File: config.mk
export PLATFORM = sky130hd
export DESIGN_NAME = frame_sequencer
export DESIGN_NICKNAME = d
export VERILOG_FILES = /design/src/rtl/frame_sequencer_pkg.sv /design/src/rtl/frame_sequencer_pixel_prefetch_fifo.sv /design/src/rtl/frame_sequencer.sv
export SDC_FILE = /design/constraint.sdc
export NUM_CORES = 1
export LEC_CHECK = 0
export CORE_MARGIN = 8
export CORE_UTILIZATION = 29
export CTS_BUF_LIST = sky130_fd_sc_hd__clkbuf_16
export CTS_CLUSTER_SIZE = 40
export DETAILED_ROUTE_END_ITERATION = 16
export SLEW_MARGIN = 10
export SYNTH_ARGS = -nofsm -noshare
export SYNTH_HDL_FRONTEND = slang
export SYNTH_SLANG_ARGS = --single-unit
File: constraint.sdc
create_clock -name LCDCLK -period 4.21 [get_ports LCDCLK]
set_input_delay 1.263 -clock LCDCLK [delete_from_list [all_inputs] [get_ports LCDCLK]]
set_output_delay 1.263 -clock LCDCLK [all_outputs]
set_load 0.05 [all_outputs]
File: src/rtl/frame_sequencer_pkg.sv
// Shared video pipeline constants and the frame sequencer state encoding,
// used by the LCD timing, video output and framebuffer sequencing blocks.
package frame_sequencer_pkg;

  localparam int VID_X_PX   = 800;
  localparam int VID_Y_PX   = 480;
  localparam int VID_ADDR_W = 19;

  typedef enum logic [1:0] {
    ST_IDLE  = 2'd0,
    ST_PRIME = 2'd1,
    ST_RUN   = 2'd2
  } seq_state_t;

endpackage

File: src/rtl/frame_sequencer_pixel_prefetch_fifo.sv
// Two-entry pixel prefetch buffer between framebuffer reads and the video
// output; head reads as zero while empty.
module frame_sequencer_pixel_prefetch_fifo (
  input  logic       LCDCLK,
  input  logic       reset,
  input  logic       flush,
  input  logic       push,
  input  logic [7:0] push_data,
  input  logic       pop,
  output logic [7:0] head,
  output logic [1:0] occupancy
);

  logic [7:0] mem_reg [2];
  logic       wr_ptr_reg;
  logic       rd_ptr_reg;
  logic [1:0] count_reg;
  logic       do_push;
  logic       do_pop;

  // A full buffer still accepts a push when the head leaves in the same cycle.
  always_comb begin
    do_pop  = pop && (count_reg != 2'd0);
    do_push = push && ((count_reg != 2'd2) || do_pop);
  end

  always_ff @(posedge LCDCLK) begin
    if (reset || flush) begin
      wr_ptr_reg <= 1'b0;
      rd_ptr_reg <= 1'b0;
      count_reg  <= 2'd0;
    end else begin
      if (do_push) wr_ptr_reg <= ~wr_ptr_reg;
      if (do_pop)  rd_ptr_reg <= ~rd_ptr_reg;
      count_reg <= count_reg + {1'b0, do_push} - {1'b0, do_pop};
    end
  end

  always_ff @(posedge LCDCLK) begin
    if (do_push) mem_reg[wr_ptr_reg] <= push_data;
  end

  assign head      = (count_reg != 2'd0) ? mem_reg[rd_ptr_reg] : 8'h00;
  assign occupancy = count_reg;

endmodule

File: src/rtl/frame_sequencer.sv
// Double-buffered framebuffer read sequencer: walks the front bank pixel by
// pixel into a 2-entry prefetch buffer and swaps banks only at frame wrap.
module frame_sequencer
  import frame_sequencer_pkg::*;
#(
  parameter int X_PX   = VID_X_PX,
  parameter int Y_PX   = VID_Y_PX,
  parameter int ADDR_W = VID_ADDR_W
) (
  input  logic              LCDCLK,
  input  logic              i_Reset,
  input  logic              i_Enable,
  input  logic              i_Swap_Request,
  input  logic              i_Pixel_Ack,
  input  logic [7:0]        i_Rd_Data,
  output logic              o_Rd_En,
  output logic [ADDR_W:0]   o_Rd_Addr,
  output logic [7:0]        o_Pixel_Data,
  output logic              o_Begin,
  output logic              o_Disable,
  output logic              o_Front_Bank,
  output logic              o_Swap_Done,
  output logic              o_Underrun
);

  localparam logic [ADDR_W-1:0] LAST_IDX = ADDR_W'(X_PX * Y_PX - 1);

  seq_state_t        state_reg, state_next;
  logic [ADDR_W-1:0] index_reg;
  logic              bank_reg;
  logic              pending_reg;
  logic              inflight_reg;
  logic              swap_done_reg;
  logic              underrun_reg;

  logic [1:0]        occupancy;
  logic [7:0]        head;
  logic              active, pop, push, flush, rd_en, wrap_swap;
  logic [2:0]        level, occ_next;

  always_comb begin
    active    = (state_reg != ST_IDLE);
    pop       = active && i_Pixel_Ack && (occupancy != 2'd0);
    flush     = active && !i_Enable;
    push      = inflight_reg;
    // Buffered plus in-flight pixels, net of this cycle's pop, never exceed 2.
    level     = {1'b0, occupancy} + {2'b00, inflight_reg} - {2'b00, pop};
    occ_next  = {1'b0, occupancy} + {2'b00, push} - {2'b00, pop};
    rd_en     = active && !i_Reset && (level < 3'd2);
    wrap_swap = rd_en && (index_reg == LAST_IDX) && (pending_reg || i_Swap_Request);

    state_next = state_reg;
    case (state_reg)
      ST_IDLE:  if (i_Enable) state_next = ST_PRIME;
      ST_PRIME: begin
        if (!i_Enable)              state_next = ST_IDLE;
        else if (occ_next == 3'd2)  state_next = ST_RUN;
      end
      ST_RUN:   if (!i_Enable) state_next = ST_IDLE;
      default:  state_next = ST_IDLE;
    endcase
  end

  always_ff @(posedge LCDCLK) begin
    if (i_Reset) begin
      state_reg     <= ST_IDLE;
      index_reg     <= '0;
      bank_reg      <= 1'b0;
      pending_reg   <= 1'b0;
      inflight_reg  <= 1'b0;
      swap_done_reg <= 1'b0;
      underrun_reg  <= 1'b0;
    end else begin
      state_reg     <= state_next;
      swap_done_reg <= wrap_swap;
      if (active && i_Pixel_Ack && (occupancy == 2'd0)) underrun_reg <= 1'b1;

      if (wrap_swap) begin
        bank_reg    <= ~bank_reg;
        pending_reg <= 1'b0;
      end else if (i_Swap_Request) begin
        pending_reg <= 1'b1;
      end

      if (flush) begin
        index_reg    <= '0;
        inflight_reg <= 1'b0;
      end else begin
        inflight_reg <= rd_en;
        if (rd_en) index_reg <= (index_reg == LAST_IDX) ? '0 : index_reg + ADDR_W'(1);
      end
    end
  end

  frame_sequencer_pixel_prefetch_fifo u_prefetch (
    .LCDCLK    (LCDCLK),
    .reset     (i_Reset),
    .flush     (flush),
    .push      (push),
    .push_data (i_Rd_Data),
    .pop       (pop),
    .head      (head),
    .occupancy (occupancy)
  );

  assign o_Rd_En      = rd_en;
  assign o_Rd_Addr    = {bank_reg, index_reg};
  assign o_Pixel_Data = head;
  assign o_Begin      = (state_reg == ST_RUN);
  assign o_Disable    = (state_reg == ST_IDLE);
  assign o_Front_Bank = bank_reg;
  assign o_Swap_Done  = swap_done_reg;
  assign o_Underrun   = underrun_reg;

endmodule

* Word level (Yosys, flattened, before mapping) *
Memory sizes are Yosys's and may differ from the RTL's. A register that Yosys moved wholly into a read port is not among the register bits.
Index checks and enable logic that the tools add are counted.

operators by class
  $add $sub $neg = 5
  $lt $le $gt $ge = 1
  equality and inequality tests = 8
  mux-type cells = 11
  bitwise operators = 3
  reduce and logical (&&, ||, !) cells = 22

operators by type and width
  cell                   count
  $add 19x1->19 const B  1
  $eq 19x19->1 const B   1
  $mux 19                1
  $logic_and 1x1->1      10
  $mux 2                 4
  $mux 8                 1
  $ne 2x2->1 const B     3
  $pmux 2 s3             1
  $logic_not 2->1        2
  $mux 1                 4
  $reduce_bool 2->1      2
  $reduce_or 2->1        2
  $add 2x1->3            1
  $eq 3x2->1 const B     1
  $logic_or 1x1->1       3
  $lt 3x2->1 const B     1
  $ne 3x3->1 const B     1
  $not 1->1              3
  $reduce_and 3->1       1
  $sub 3x1->3            1
  $add 2x1->2            1
  $eq 2x1->1 const B     1
  $eq 2x2->1 const B     1
  $logic_not 1->1        2
  $sub 2x1->2            1

storage, ports and cells
  bits in registers = 30
  bits in writable memories = 16
  bits of input ports = 13
  output and inout bits = 34
  word-level logic and storage cells = 61
  memories = 1

memories
  memory              words  bits a word  rd ports  clocked after memory_dff  write ports  RTL line                                   source
  u_prefetch.mem_reg  2      8            1         1                         1            frame_sequencer_pixel_prefetch_fifo.sv:14  logic [7:0] mem_reg [2];

* Logic depth before layout (Yosys ltp) *
  word-level depth = 9
  gate-level depth with buffers = 11
  depth with buffers taken out = 10

* Modules after synthesis *
A second synthesis with hierarchy kept.

unflattened totals
  cells, all modules = 224
  area, all modules = 2,232.1 um^2

modules (own cells, without submodules)
  module                               times used  cells each  area each (um^2)  seq. area each (um^2)
  frame_sequencer                      1           164         1,385.1           520.5
  frame_sequencer_pixel_prefetch_fifo  1           60          847.1             580.6

* Least setup slack after synthesis *
No wires, ideal clock.

  kind = input to output
  start point = in i_Pixel_Ack
  end point = out o_Rd_En
  arrival time = 3,275 ps
  path slack = -328 ps
  stages = 9
  path buffers = 0
  cell sequence = o21a_1 > nor2b_1 > ha_1 > inv_1 > ha_1 > fa_1 > xor2_2 > nand3_1 > inv_1

on the way
  longest elaborated chain between the ends = 5

ends and longest elaborated chain
  element                         RTL line               source
  start, declared                 frame_sequencer.sv:14  input logic i_Pixel_Ack,
  $logic_and 1x1->1 (2 in a row)  frame_sequencer.sv:43  pop = active && i_Pixel_Ack && (occupancy != 2'd0);
  $sub 3x1->3                     frame_sequencer.sv:47  level = {1'b0, occupancy} + {2'b00, inflight_reg} - {2'b00, pop};
  $lt 3x2->1                      frame_sequencer.sv:49  rd_en = active && !i_Reset && (level < 3'd2);
  $logic_and 1x1->1               frame_sequencer.sv:49
  end, declared                   frame_sequencer.sv:16  output logic o_Rd_En,

No other way between the ends.

* Worst setup path after layout *
Ends and elaborated chain as after synthesis.

==> metrics.md <==
| Metric | Value |
|---|---|
| Vias | `~1900` |
| First-pass GRT wire length | `9270 um` |
| Initial antenna violation count | `0` |
| # H-tree levels | `2` |
| Most used DFF post-synth | `dfxtp_1` |
| Die Footprint | `0.0106 mm^2` |
| Max-slew headroom | `51.6%` |
| First DRT Iteration DRCs | `47` |
| VDD IR max | `between 0.15 and 0.2 mV` |
| CP most frequent cell | `ha_4` |
| Failing checks | `negative setup slack` |
| Setup TNS | `-39.5 ps` |
| Worst Hold Class | `flop to flop` |
| Cells after Synth | `221` |
| Number of detailed-route iterations in the first pass | `4` |
| Rows | `31` |
| I/O pin cnt | `47` |
| Dpl cells | `between 300 and 400` |
| Slowest cell on crit path | `fa_2` |
| Fin util | `between 40% and 50%` |
| Worst slew pin tran | `724 ps` |
| Outcome | `finished, violations left` |
| Layout cells sized above 1 | `15.2%` |
| Diode count | `0` |
| Core area | `0.00729 mm^2` |
| Die Y | `103 um` |
| Period utilization | `101%` |
| Die Wd | `103 um` |
| DRC viols | `0` |
| Vias in the first global route | `1872` |
| Antenna viol nets, final | `0` |
| Initial cell density of the core | `30.2%` |
| Clk sinks | `47` |
| Library cells used by synthesis | `46` |
| CP cell instances | `buf_6 -> o21a_1 -> nor2b_4 -> ha_4 -> inv_4 -> ha_4 -> fa_2 -> nor2_4 -> nand3_4 -> clkinvlp_4 -> buf_12` |
| Min Tclk post-route | `between 4000 and 5000 ps` |
| #FFs+latches synth | `47` |
| Post-synth EDFFs | `16` |
| Critical Path AT | `between 2000 and 3000 ps` |
| Finished Layout Cells | `382` |
| Routed vias/inst | `a little under 5` |
| FMAX | `235 MHz` |
| Yosys warns | `0` |
| Clk buf depth | `2` |
| DR WL/cell | `about 15 um` |
| Worst-Skew Late Latency | `around 290 ps` |
| P&R area growth vs syn | `41.0%` |
| Syn_nets | `240` |
| Port bufs | `46` |
| Max incr delay on CP | `560 ps` |
| Post-route setup slack | `-39.5 ps` |
| Post-synthesis cell area | `around 0.0022 mm^2` |
| CTS Buf Count | `5` |
| Async set-reset flop share out of synthesis | `0%` |
| Max reg flops | `19` |
| Root Buffer | `clkbuf_16` |
| Largest net degree at the start of global routing | `16` |
| Final #Nets | `between 300 and 400` |
| Tot Pwr | `0.000950 W` |
| Clock slew at reported path FFs | `60 ps` |
| GPL Wtd Cong | `0.807` |
| # setup viols final | `1` |
| RSZ-0062 raised after global routing | `yes` |
| GRT Resource Usage Total | `11.1%` |
| Final Skew | `7.11 ps` |
| Detailed Route WL | `5630 um` |
| Post-synth top area share | `28.2%` |
| GR Overflow Total | `0` |
| P_leak | `1.00 nW` |
| Final hold slack | `approximately 470 ps` |
| Leading area contributor after synthesis | `dfxtp_1` |
| Register area share after synthesis | `50.0%` |
| Hold Fails Final Rpt | `0` |
| Synth area leaders | `dfxtp_1 28%, edfxtp_1 22%, nor2_1 4.8%` |
| PD cells | `between 300 and 400 mW/mm^2` |
| Crit path capture type | `primary output` |
| Worst Path Max Fanout | `2` |
| DPL Wire Length | `4050 um` |
| Final Max Tran Viols | `0` |
| Mean Syn Cell Area | `approximately 10 um^2` |
| Crit path launch type | `input pin` |
| CP required | `a little under 3000 ps` |
| Setup CP Type | `input pin to primary output` |
| CTS tree | `built` |
| Max Cap Viol | `0` |
## worst max-delay path, delay by kind of cell
| family | cells | cell delay (ps) |
|---|---|---|
| AO/OA/AOI/OAI | 1 | 100 |
| adder cells (fa/ha/maj) | 3 | 980 |
| buffers and inverters | 4 | 360 |
| AND/OR/NAND/NOR | 3 | 280 |
## worst paths after layout
check	startpoint	to	slack, ps	cells past startpoint
hold reg to reg	o_Underrun	o_Underrun	470	2
setup / recovery	i_Pixel_Ack	o_Rd_En	-40	11
hold / removal	o_Underrun	o_Underrun	470	2
setup reg to reg	u_prefetch.occupancy[1]	index_reg[14]	1180	11
## report_power, final
group	internal (W)	total (W)	leakage [nW]	switching (W)
clock	0.000219	0.000390	0.0674	0.000171
combinational	0.0000363	0.0000814	0.537	0.0000451
sequential	0.000474	0.000479	0.395	0.00000434
total	0.000730	0.000950	1.00	0.000221
## cell usage after synthesis (all sizes together) (3+ instances only)
cell type	n
dfxtp	31
nor2	28
edfxtp	16
a21oi	13
nand4	12
nand2	11
mux2i	10
inv	7
nand3	7
nor3	7
and4	6
o21ai	6
xnor2	6
buf	5
clkbuf	5
ha	5
nor2b	4
o31ai	4
or3	4
or4	4
xor2	4
and2	3
## routing by layer
metal | global-route usage [%] | share of wire (%) | vias to the layer above
li1 | - | - | 928
met1 | 13.4 | 45 | 898
met2 | 18.7 | 46 | 50
met3 | 3.98 | 7.7 | 5
met4 | 1.89 | 0.62 | 0
met5 | 0 | 0 | -
## what timing repair did
item | in CTS | in global routing
pin swaps | 4 | 4
endpoints found under the setup margin | 1 | 1
cloned | 0 | 0
hold buffers | 0 | 0
setup buffers | 3 | 1
gates resized for setup | 9 | 0
## kinds of logic after synthesis
group | synth area share (%)
muxes | 4.55
and+or+nand+nor | 24.9
buffers and inverters | 3.24
xor gates and xnor gates | 4.32
AOI/OAI and AO/OA | 9.26
DFF | 50.0
adders and majority gates | 3.75
## layout make-up
type | instances | area, um^2
fill | 758 | 4190
sequential | 47 | 1100
multi-input combinational | 157 | 1100
timing repair buffer | 64 | 607
clock buffer | 5 | 125
tap | 99 | 124
inverter | 7 | 32.5
clock inverter | 3 | 20.0
## stage by stage
step	worst slack (ps)	instance area [um^2]
2_1_floorplan	-33.5	2240
3_3_place_gp	-488	2900
3_5_place_dp	-486	2900
4_1_cts	-66.8	3100
5_1_grt	-83.4	3110
6_report	-39.5	3110
## cell usage in the layout, fill, tap and decap left out, drive strengths merged, types with 2 or more instances in the layout
cell type | synthesis | routed
a21oi | 13 | 13
inv | 7 | 6
xor2 | 4 | 4
clkinvlp | 0 | 2
nand2 | 11 | 11
buf | 5 | 20
and4 | 6 | 6
nand4 | 12 | 12
o22ai | 2 | 2
clkbuf | 5 | 5
a211oi | 2 | 2
or2 | 2 | 2
ha | 5 | 5
nand2b | 2 | 2
nor2b | 4 | 4
o21ai | 6 | 6
clkinv | 0 | 2
nor3 | 7 | 7
xnor2 | 6 | 6
nand3 | 7 | 7
or4 | 4 | 4
edfxtp | 16 | 16
nor2 | 28 | 28
clkdlybuf4s50 | 0 | 44
o31ai | 4 | 4
or3 | 4 | 4
and2 | 3 | 3
and3 | 2 | 2
nor4 | 2 | 2
dfxtp | 31 | 31
mux2i | 10 | 10
Power figures use the tool's default switching activity.
